<file path="src/rtl/mem_access_unit.sv">
// Memory-stage access unit: drives a req/ack memory bus for loads and stores,
// stalls the M stage while an access is outstanding, and registers the
// M->W pipeline outputs including byte-lane-extracted load data.
module mem_access_unit #(
  parameter int DATA_WIDTH = 32
) (
  input  logic                  clk,
  input  logic                  rst_n,
  input  logic                  RegWriteM,
  input  logic [1:0]            ResultSrcM,
  input  logic                  MemWriteM,
  input  logic                  StSrcM,
  input  logic                  LdSrcM,
  input  logic [DATA_WIDTH-1:0] ALUResultM,
  input  logic [DATA_WIDTH-1:0] WriteDataM,
  input  logic [4:0]            RdM,
  input  logic [DATA_WIDTH-1:0] PC_PlusM,
  output logic                  mem_req,
  output logic                  mem_we,
  output logic [DATA_WIDTH-1:0] mem_addr,
  output logic [3:0]            mem_be,
  output logic [DATA_WIDTH-1:0] mem_wdata,
  input  logic                  mem_ack,
  input  logic [DATA_WIDTH-1:0] mem_rdata,
  output logic                  RegWriteW,
  output logic [1:0]            ResultSrcW,
  output logic [DATA_WIDTH-1:0] ALUResultW,
  output logic [DATA_WIDTH-1:0] ReadDataW,
  output logic [4:0]            RdW,
  output logic [DATA_WIDTH-1:0] PC_PlusW,
  output logic                  StallM
);

  typedef enum logic {IDLE = 1'b0, BUSY = 1'b1} state_t;

  state_t                state_q, state_d;
  logic                  reg_write_w_q, reg_write_w_d;
  logic [1:0]            result_src_w_q, result_src_w_d;
  logic [DATA_WIDTH-1:0] alu_result_w_q, alu_result_w_d;
  logic [DATA_WIDTH-1:0] read_data_w_q, read_data_w_d;
  logic [4:0]            rd_w_q, rd_w_d;
  logic [DATA_WIDTH-1:0] pc_plus_w_q, pc_plus_w_d;

  logic                  is_load;
  logic                  access;
  logic                  byte_acc;
  logic                  complete;
  logic [DATA_WIDTH-1:0] load_data;

  // Select byte lane 'lane' of a bus word and zero-extend it.
  function automatic logic [DATA_WIDTH-1:0] extract_byte(
    input logic [DATA_WIDTH-1:0] word,
    input logic [1:0]            lane
  );
    logic [DATA_WIDTH-1:0] shifted;
    shifted = word >> {lane, 3'b000};
    return {{(DATA_WIDTH-8){1'b0}}, shifted[7:0]};
  endfunction

  // Bus request, lane enables and store data derived from the M-stage inputs.
  always_comb begin
    is_load   = (ResultSrcM == 2'b01);
    access    = MemWriteM | is_load;
    byte_acc  = MemWriteM ? StSrcM : LdSrcM;
    mem_req   = (state_q == BUSY) | access;
    StallM    = mem_req & ~mem_ack;
    mem_we    = mem_req & MemWriteM;
    mem_addr  = {ALUResultM[DATA_WIDTH-1:2], 2'b00};
    mem_be    = byte_acc ? (4'b0001 << ALUResultM[1:0]) : 4'b1111;
    mem_wdata = StSrcM ? {(DATA_WIDTH/8){WriteDataM[7:0]}} : WriteDataM;
    load_data = LdSrcM ? extract_byte(mem_rdata, ALUResultM[1:0]) : mem_rdata;
    // A non-access retires immediately; an access retires on the acked cycle.
    complete  = ((state_q == IDLE) & ~access) | (mem_req & mem_ack);
  end

  // Next-state and writeback register update: load on completion, bubble on stall.
  always_comb begin
    state_d        = state_q;
    reg_write_w_d  = reg_write_w_q;
    result_src_w_d = result_src_w_q;
    alu_result_w_d = alu_result_w_q;
    read_data_w_d  = read_data_w_q;
    rd_w_d         = rd_w_q;
    pc_plus_w_d    = pc_plus_w_q;
    if (complete) begin
      state_d        = IDLE;
      reg_write_w_d  = RegWriteM;
      result_src_w_d = ResultSrcM;
      alu_result_w_d = ALUResultM;
      read_data_w_d  = is_load ? load_data : '0;
      rd_w_d         = RdM;
      pc_plus_w_d    = PC_PlusM;
    end else begin
      state_d        = BUSY;
      reg_write_w_d  = 1'b0;
    end
  end

  // State and writeback registers with synchronous active-low reset.
  always_ff @(posedge clk) begin
    if (!rst_n) begin
      state_q        <= IDLE;
      reg_write_w_q  <= 1'b0;
      result_src_w_q <= '0;
      alu_result_w_q <= '0;
      read_data_w_q  <= '0;
      rd_w_q         <= '0;
      pc_plus_w_q    <= '0;
    end else begin
      state_q        <= state_d;
      reg_write_w_q  <= reg_write_w_d;
      result_src_w_q <= result_src_w_d;
      alu_result_w_q <= alu_result_w_d;
      read_data_w_q  <= read_data_w_d;
      rd_w_q         <= rd_w_d;
      pc_plus_w_q    <= pc_plus_w_d;
    end
  end

  assign RegWriteW  = reg_write_w_q;
  assign ResultSrcW = result_src_w_q;
  assign ALUResultW = alu_result_w_q;
  assign ReadDataW  = read_data_w_q;
  assign RdW        = rd_w_q;
  assign PC_PlusW   = pc_plus_w_q;

endmodule
</file>
<file path="config.mk">
export PLATFORM = sky130hd
export DESIGN_NAME = mem_access_unit
export DESIGN_NICKNAME = d
export VERILOG_FILES = /design/src/rtl/mem_access_unit.sv
export SDC_FILE = /design/constraint.sdc
export NUM_CORES = 1
export LEC_CHECK = 0
export BUFFER_PORTS_ARGS = -buffer_cell sky130_fd_sc_hd__buf_4
export CAP_MARGIN = 20
export CORE_AREA = 4 4 120 122
export CTS_CLUSTER_SIZE = 12
export DETAILED_ROUTE_END_ITERATION = 10
export DIE_AREA = 0 0 124 126
export PLACE_DENSITY_LB_ADDON = 0.2
export SKIP_LAST_GASP = 1
export SLEW_MARGIN = 30
export SYNTH_ARGS = -nofsm -noshare
export SYNTH_HDL_FRONTEND = slang
export SYNTH_SLANG_ARGS = --single-unit
</file>
<file path="constraint.sdc">
create_clock -name clk -period 2 [get_ports clk]
set_input_delay 0.4 -clock clk [delete_from_list [all_inputs] [get_ports clk]]
set_output_delay 0.4 -clock clk [all_outputs]
set_load 0.03 [all_outputs]
</file>
==> impl_metrics.yaml, run 1 <==
power:
  ir_worst_vdd_v: 0.000372
  p_seq_share_pct: 41.7
  power_switching_mw: 1.58
  leakagePower_nw: 3.50
  p_per_area_mw_per_mm2: 766
  p_clk_share_pct: 33.0
  power_frac_comb_pct: 25.2
  intPower_mw: 3.84
  p_sw_share_pct: 29.1
clock_tree:
  cts_tree: "built"
  cts_setup_buffers: 0
  ctsRootBufferMaster: "clkbuf_16"
  path_clk_slew_ns: 0.07
  cts_resized: 0
  htreeDepth: 3
  clockBufferDepth: 2
  cts_buffers: 9
  hold_buffers: 0
  clock-sinks: 105
  clk_latency_ns: 0.34
flow_run:
  maxCapViolCount: 0
die:
  dieArea_sq_mm: 0.0156
  rows: 42
  num_io_pins: 317
  start_util_pct: 34.3
  core_area_sq_mm: 0.0132
  die_w_um: 124
  dieHeight_um: 126
critical_path:
  crit_arrival_ns: 1.45
  crit_chain: "o31a_2 > buf_12 > buf_4"
  worstPathMaxFanout: 37
  reg2reg_depth: 4
  rr_endpoint: "ReadDataW[13]"
  start_kind: "flip-flop"
  crit_start: "state_q"
  regToRegStartpoint: "state_q"
  cpMaxStageDelayCell: "o31a_2"
  end_kind: "primary output"
  crit_required_ns: 1.60
  crit_end: "StallM"
  slowest_delay_ns: 0.36
  r2r_slack_ns: 0.41
  worstSetupPathType: "reg2out"
routing:
  dr.pass1.iters: 4
  drt-vias-per-instance: 4.47
  drtAntennaViolNets: 0
  route.detailed.drc: 0
  vias: 4016
  drt_wl_total_um: 14700
  wl_per_cell_um: 16.4
  drtIter0Drc: 139
synth:
  synthCells: 450
  synth_edf_count: 0
  syn_area_per_cell_sq_um: 10.0
  ys_seq_elements: 105
  yosys.cell_types.count: 23
  synth_ff_type: "dfxtp_1"
  yosysWarnings: 0
  seq_area_frac_synth_pct: 46.5
  synthArstFlopShare_pct: 0
  syn_area_sq_mm: 0.00452
timing:
  period_share_pct: 92.6
  worst_pin_slew_ns: 0.592
  final-hold-violation-count: 0
  period_needed_ns: 1.85
  setup_violations: 0
  final_max_slew_viol_count: 0
  rsz0062_at_grt: "false"
  clock.fmax_ghz: 0.540
  finalSetupTns_ns: 0
  clock-skew-final_ns: 0.00360
  layout_setup_ws_ns: 0.148
  slew_headroom_pct: 60.5
global_route:
  grt_overflow: 0
  grt_pass1_vias: 4046
  grt_usage_pct: 17.7
  antenna_found_initial: 0
  grt_pass1_wl_um: 21500
  grt_max_degree: 43
placed_design:
  pre_cts_ws_ns: 0.0935
  place_congestion: 0.931
  hpwlAfterDp_um: 11900
  io_buffers: 314
cells_and_area:
  nets: 859
  drive_gt1_share_pct: 48.6
  fillCellCount: 1245
  diodes: 0
  area.growth.synth_to_final_pct: 56.3
hold_path:
  worstHoldPathType: "in2reg"
run_status:
  status: "finished, final reports clean"
-- worst min path at each step --
| stage | slack [ns] | to | depth (start not counted) | from |
|---|---|---|---|---|
| after global placement | 0.47 | ReadDataW[8] | 1 | ReadDataW[8] |
| final | 0.28 | ReadDataW[1] | 2 | mem_rdata[1] |
| after global routing | 0.26 | ReadDataW[11] | 2 | mem_rdata[11] |
| after floorplan | 0.52 | RegWriteW | 2 | RegWriteM |
| after CTS | 0.26 | ReadDataW[11] | 2 | mem_rdata[11] |
| after detailed placement | 0.47 | ReadDataW[17] | 1 | ReadDataW[17] |
-- critical path, delay by kind of cell, from the launching register on --
family / cells / cell delay (ns)
compound gates: 1 / 0.36
flops: 1 / 0.31
buf+inv: 2 / 0.40
-- placed cells by master, fill, tap and decap left out, types with 2 or more instances in the layout --
| cell | count |
|---|---|
| mux2i_1 | 71 |
| a221o_1 | 8 |
| buf_4 | 323 |
| conb_1 | 2 |
| nand2_1 | 12 |
| mux2_2 | 9 |
| inv_1 | 27 |
| dfxtp_1 | 105 |
| clkbuf_16 | 9 |
| nor2_1 | 11 |
| a22oi_1 | 8 |
| clkbuf_8 | 2 |
| nor2b_1 | 72 |
| o21ai_0 | 26 |
| clkinv_2 | 3 |
| a22o_1 | 24 |
-- power groups by stage --
| stage | registers, mW | logic (mW) | clock network, mW |
|---|---|---|---|
| finish | 2.26 | 1.37 | 1.79 |
| global route | 2.27 | 1.45 | 1.95 |
| CTS | 2.26 | 1.38 | 1.85 |
| detailed placement | 2.31 | 1.38 | 0 |
| global placement | 2.30 | 1.36 | 0 |
| floorplan | 2.52 | 0.581 | 0 |
-- kinds of logic (layout without fill, tap and decap cells) --
logic type             after synthesis  count (layout)  synth area share, %
multiplexers                        80              80                 18.0
flip-flops                         105             105                 46.5
other                                1               2               0.0830
AND/OR/NAND/NOR                    100             100                 12.7
AO/OA/AOI/OAI                       68              68                 11.0
buffers and inverters               96             367                 11.8
-- Yosys cell counts (9+ instances only) --
cell type	count	area, sq um
buf_2	11	55.1
o21ai_0	26	130
clkbuf_1	17	63.8
a22o_1	24	210
nor2b_1	72	450
buf_4	40	300
dfxtp_1	105	2100
nor2_1	11	41.3
inv_1	27	101
mux2_2	9	101
nand2_1	12	45.0
mux2i_1	71	711
-- metrics by stage --
stage	utilization [%]	std cells	hold WS (ns)	power, mW	area, sq um
5_1_grt	53.6	898	0.259	5.67	7070
2_1_floorplan	-	451	0.523	3.10	4520
3_3_place_gp	51.3	882	0.467	3.67	6760
6_report	53.6	898	0.276	5.42	7070
4_1_cts	53.6	898	0.258	5.49	7070
3_5_place_dp	51.3	882	0.466	3.68	6760
-- final cells by class --
type	count	area (sq um)	area share [%]
Tap cell	176	220	3.12
Sequential cell	105	2100	29.7
Multi-Input combinational cell	250	1890	26.8
Inverter	27	101	1.43
Clock inverter	5	53.8	0.761
Clock buffer	11	253	3.58
Timing Repair Buffer	324	2440	34.6
-- routing by layer --
metal,track usage [%],part of all wire (%),vias up
li1,-,-,2006
met1,20.9,40,1819
met2,29.8,48,171
met3,6.19,9.7,20
met4,6.12,1.8,0
met5,0,0,-
-- sequential cells by signal (all words and copies together) (netlist names) --
signal	flops
ALUResultW	32
PC_PlusW	32
RdW	5
ReadDataW	32
RegWriteW	1
ResultSrcW	2
state_q	1
No activity file was read; power rests on OpenSTA's default activity.
==> run 2: changes to the inputs <==
--- a/config.mk
+++ b/config.mk
@@ -5,12 +5,15 @@
 export SDC_FILE = /design/constraint.sdc
 export NUM_CORES = 1
 export LEC_CHECK = 0
+export ABC_AREA = 1
 export BUFFER_PORTS_ARGS = -buffer_cell sky130_fd_sc_hd__buf_4
 export CAP_MARGIN = 20
-export CORE_AREA = 4 4 120 122
+export CELL_PAD_IN_SITES_DETAIL_PLACEMENT = 0
+export CELL_PAD_IN_SITES_GLOBAL_PLACEMENT = 1
+export CORE_MARGIN = 4
+export CORE_UTILIZATION = 27
 export CTS_CLUSTER_SIZE = 12
 export DETAILED_ROUTE_END_ITERATION = 10
-export DIE_AREA = 0 0 124 126
 export PLACE_DENSITY_LB_ADDON = 0.2
 export SKIP_LAST_GASP = 1
 export SLEW_MARGIN = 30
==> run 2 against run 1 <==
Net effect:
- sequential share of layout area up 0.24 points
- global-route usage down 0.83 points
- synthesized cell count up 40%
- largest cell class unchanged
- maximum frequency down 0.41%
- clock power about the same
- critical endpoint unchanged
==> impl_metrics.yaml, run 2 <==
clock_tree:
  clock-sinks: 105
  ctsRootBufferMaster: "clkbuf_16"
  cts_buffers: 9
  cts_tree: "built"
  htreeDepth: 3
  cts_setup_buffers: 0
  clk_latency_ns: 0.35
  hold_buffers: 0
  clockBufferDepth: 2
  cts_resized: 0
  path_clk_slew_ns: 0.07
synth:
  synthMuxAreaShare_pct: 0
  seq_area_frac_synth_pct: 46.9
  synth_top_family_by_area: "simple AND/OR/NAND/NOR gates"
  synthArstFlopShare_pct: 0
  synth_area_leader_cell: "dfxtp_1"
  synth_edf_count: 0
  yosysWarnings: 0
  synthCells: 630
  synth_common_cells: "nand2_1 (246), nand3_1 (124), dfxtp_1 (105)"
  syn_area_per_cell_sq_um: 7.12
  synth_compound_area_share_pct: 3.68
  yosys.cell_types.count: 15
  yosysTopAreaCellShare_pct: 46.9
  synth.most_common_cell: "nand2_1"
  synth_ff_type: "dfxtp_1"
  syn_area_sq_mm: 0.00448
  synthSimpleGateAreaFrac_pct: 35.4
  synthAdderAreaFrac_pct: 0
  synthTopCellsByArea: "dfxtp_1 (47%), nand2_1 (21%), nand3_1 (14%)"
  synth_xor_xnor_area_share_pct: 0
  ys_seq_elements: 105
placed_design:
  place_congestion: 0.842
  place_area_sq_mm: 0.00671
  io_buffers: 314
  hpwlAfterDp_um: 13100
  pre_cts_ws_ns: 0.139
global_route:
  grt_pass1_vias: 4607
  globalRouteMet2Util_pct: 29.4
  grt_pass1_wl_um: 24600
  use_met1_pct: 19.6
  met3_usage_pct: 4.82
  grt_overflow: 0
  grt_busiest_layer: "met2"
  grt_usage_pct: 16.9
  grt_max_degree: 64
  antenna_found_initial: 0
critical_path:
  worstSetupPathType: "reg2out"
  crit_arrival_ns: 1.46
  r2r_slack_ns: 0.48
  worstPathMaxFanout: 14
  start_kind: "flip-flop"
  rr_endpoint: "ALUResultW[12]"
  crit_required_ns: 1.60
  regToRegStartpoint: "state_q"
  end_kind: "primary output"
  reg2reg_depth: 6
timing:
  final-hold-violation-count: 0
  layout_setup_ws_ns: 0.140
  slew_headroom_pct: 63.9
  period_needed_ns: 1.86
  rsz0062_at_grt: "false"
  period_share_pct: 93.0
  clock.fmax_ghz: 0.538
  finalSetupTns_ns: 0
  final_max_slew_viol_count: 0
  clock-skew-final_ns: 0.00738
  setup_violations: 0
  worst_pin_slew_ns: 0.538
die:
  rows: 46
  die_w_um: 137
  start_util_pct: 27.9
  num_io_pins: 317
  core_area_sq_mm: 0.0161
  dieHeight_um: 137
  dieArea_sq_mm: 0.0187
cells_and_area:
  nets: 1025
  layout_common_cells: "buf_4 (321), nand2_1 (246), nand3_1 (124)"
  final_common_cell: "buf_4"
  diodes: 0
  drive_gt1_share_pct: 38.5
  fin_area_sq_mm: 0.00701
  fillCellCount: 1658
  area.growth.synth_to_final_pct: 56.3
power:
  ir_worst_vdd_v: 0.000467
  p_sw_share_pct: 31.0
  intPower_mw: 3.74
  p_seq_share_pct: 41.8
  p_clk_share_pct: 33.7
  power.total_mw: 5.41
  p_per_area_mw_per_mm2: 772
  power_frac_comb_pct: 24.5
  power_switching_mw: 1.68
  leakagePower_nw: 3.84
routing:
  dr.pass1.iters: 4
  drt_wl_total_um: 16900
  drt-vias-per-instance: 4.38
  route.detailed.drc: 0
  drtIter0Drc: 225
  wl_per_cell_um: 15.3
  drtAntennaViolNets: 0
  vias: 4835
flow_run:
  maxCapViolCount: 0
hold_path:
  hp-start: "RegWriteM"
  min_to: "RegWriteW"
  worstHoldPathType: "in2reg"
  whs_path_depth: 3
run_status:
  status: "finished, final reports clean"
==> run 2: cell types whose count changed in the layout (fill, tap and decap cells not counted), moves of 9 or more <==
cell | previous run | this run
mux2i_1 | 71 | 0
nand3_1 | 1 | 124
nand2_1 | 12 | 246
nor2b_1 | 72 | 0
nor2_1 | 11 | 2
a22o_1 | 24 | 0
mux2_2 | 9 | 0
==> run 2: cell type report <==
type,instances,area (sq um),area share (%)
clock buffer,10,239,3.41
inverter,33,124,1.77
timing repair buffer,323,2450,35.0
tap,216,270,3.86
clock inverter,6,65.1,0.928
sequential,105,2100,30.0
multi-input combinational,411,1760,25.1
==> run 2: worst max path at each step <==
stage                             start             end  slack (ns)  cells past startpoint
after floorplan           ALUResultM[0]       mem_be[0]        0.18                      3
after global placement        MemWriteM  ALUResultW[12]        0.13                      7
after detailed placement      MemWriteM  ALUResultW[12]        0.14                      7
after CTS                       state_q          StallM        0.05                      5
after global routing            state_q          StallM        0.03                      5
final                           state_q          StallM        0.14                      5
==> run 2: worst max-delay path, stage by stage (launching register included) <==
cell,delay [ns]
dfxtp_1,0.30
nor2_1,0.25
nand2_2,0.12
nand2_4,0.19
inv_1,0.07
buf_4,0.17
==> run 2: per-layer routing <==
layer / routed length, um / vias to the layer above
met5: 0 / -
met4: 415 / 0
met3: 1810 / 22
met2: 8200 / 240
met1: 6490 / 2116
li1: - / 2457
==> run 2: cells by family (layout without fill, tap and decap cells) <==
kind of cell	Yosys count	after routing
AND/OR/NAND/NOR	376	376
buffers and inverters	115	372
other	1	2
AO/OA/AOI/OAI	33	33
flip-flops	105	105
==> run 2: metrics by stage <==
step	cells	utilization, %	hold WS [ns]
after floorplan	631	-	0.512
after global placement	1088	41.8	0.430
after detailed placement	1088	41.8	0.433
after CTS	1104	43.6	0.247
after global routing	1104	43.6	0.264
final	1104	43.6	0.263
==> run 2: power groups by stage <==
stage	Sequential (mW)	Combinational [mW]	Clock (mW)
2_1_floorplan	2.53	0.532	0
3_3_place_gp	2.31	1.33	0
3_5_place_dp	2.31	1.34	0
4_1_cts	2.27	1.34	1.90
5_1_grt	2.28	1.42	1.98
6_report	2.26	1.33	1.82
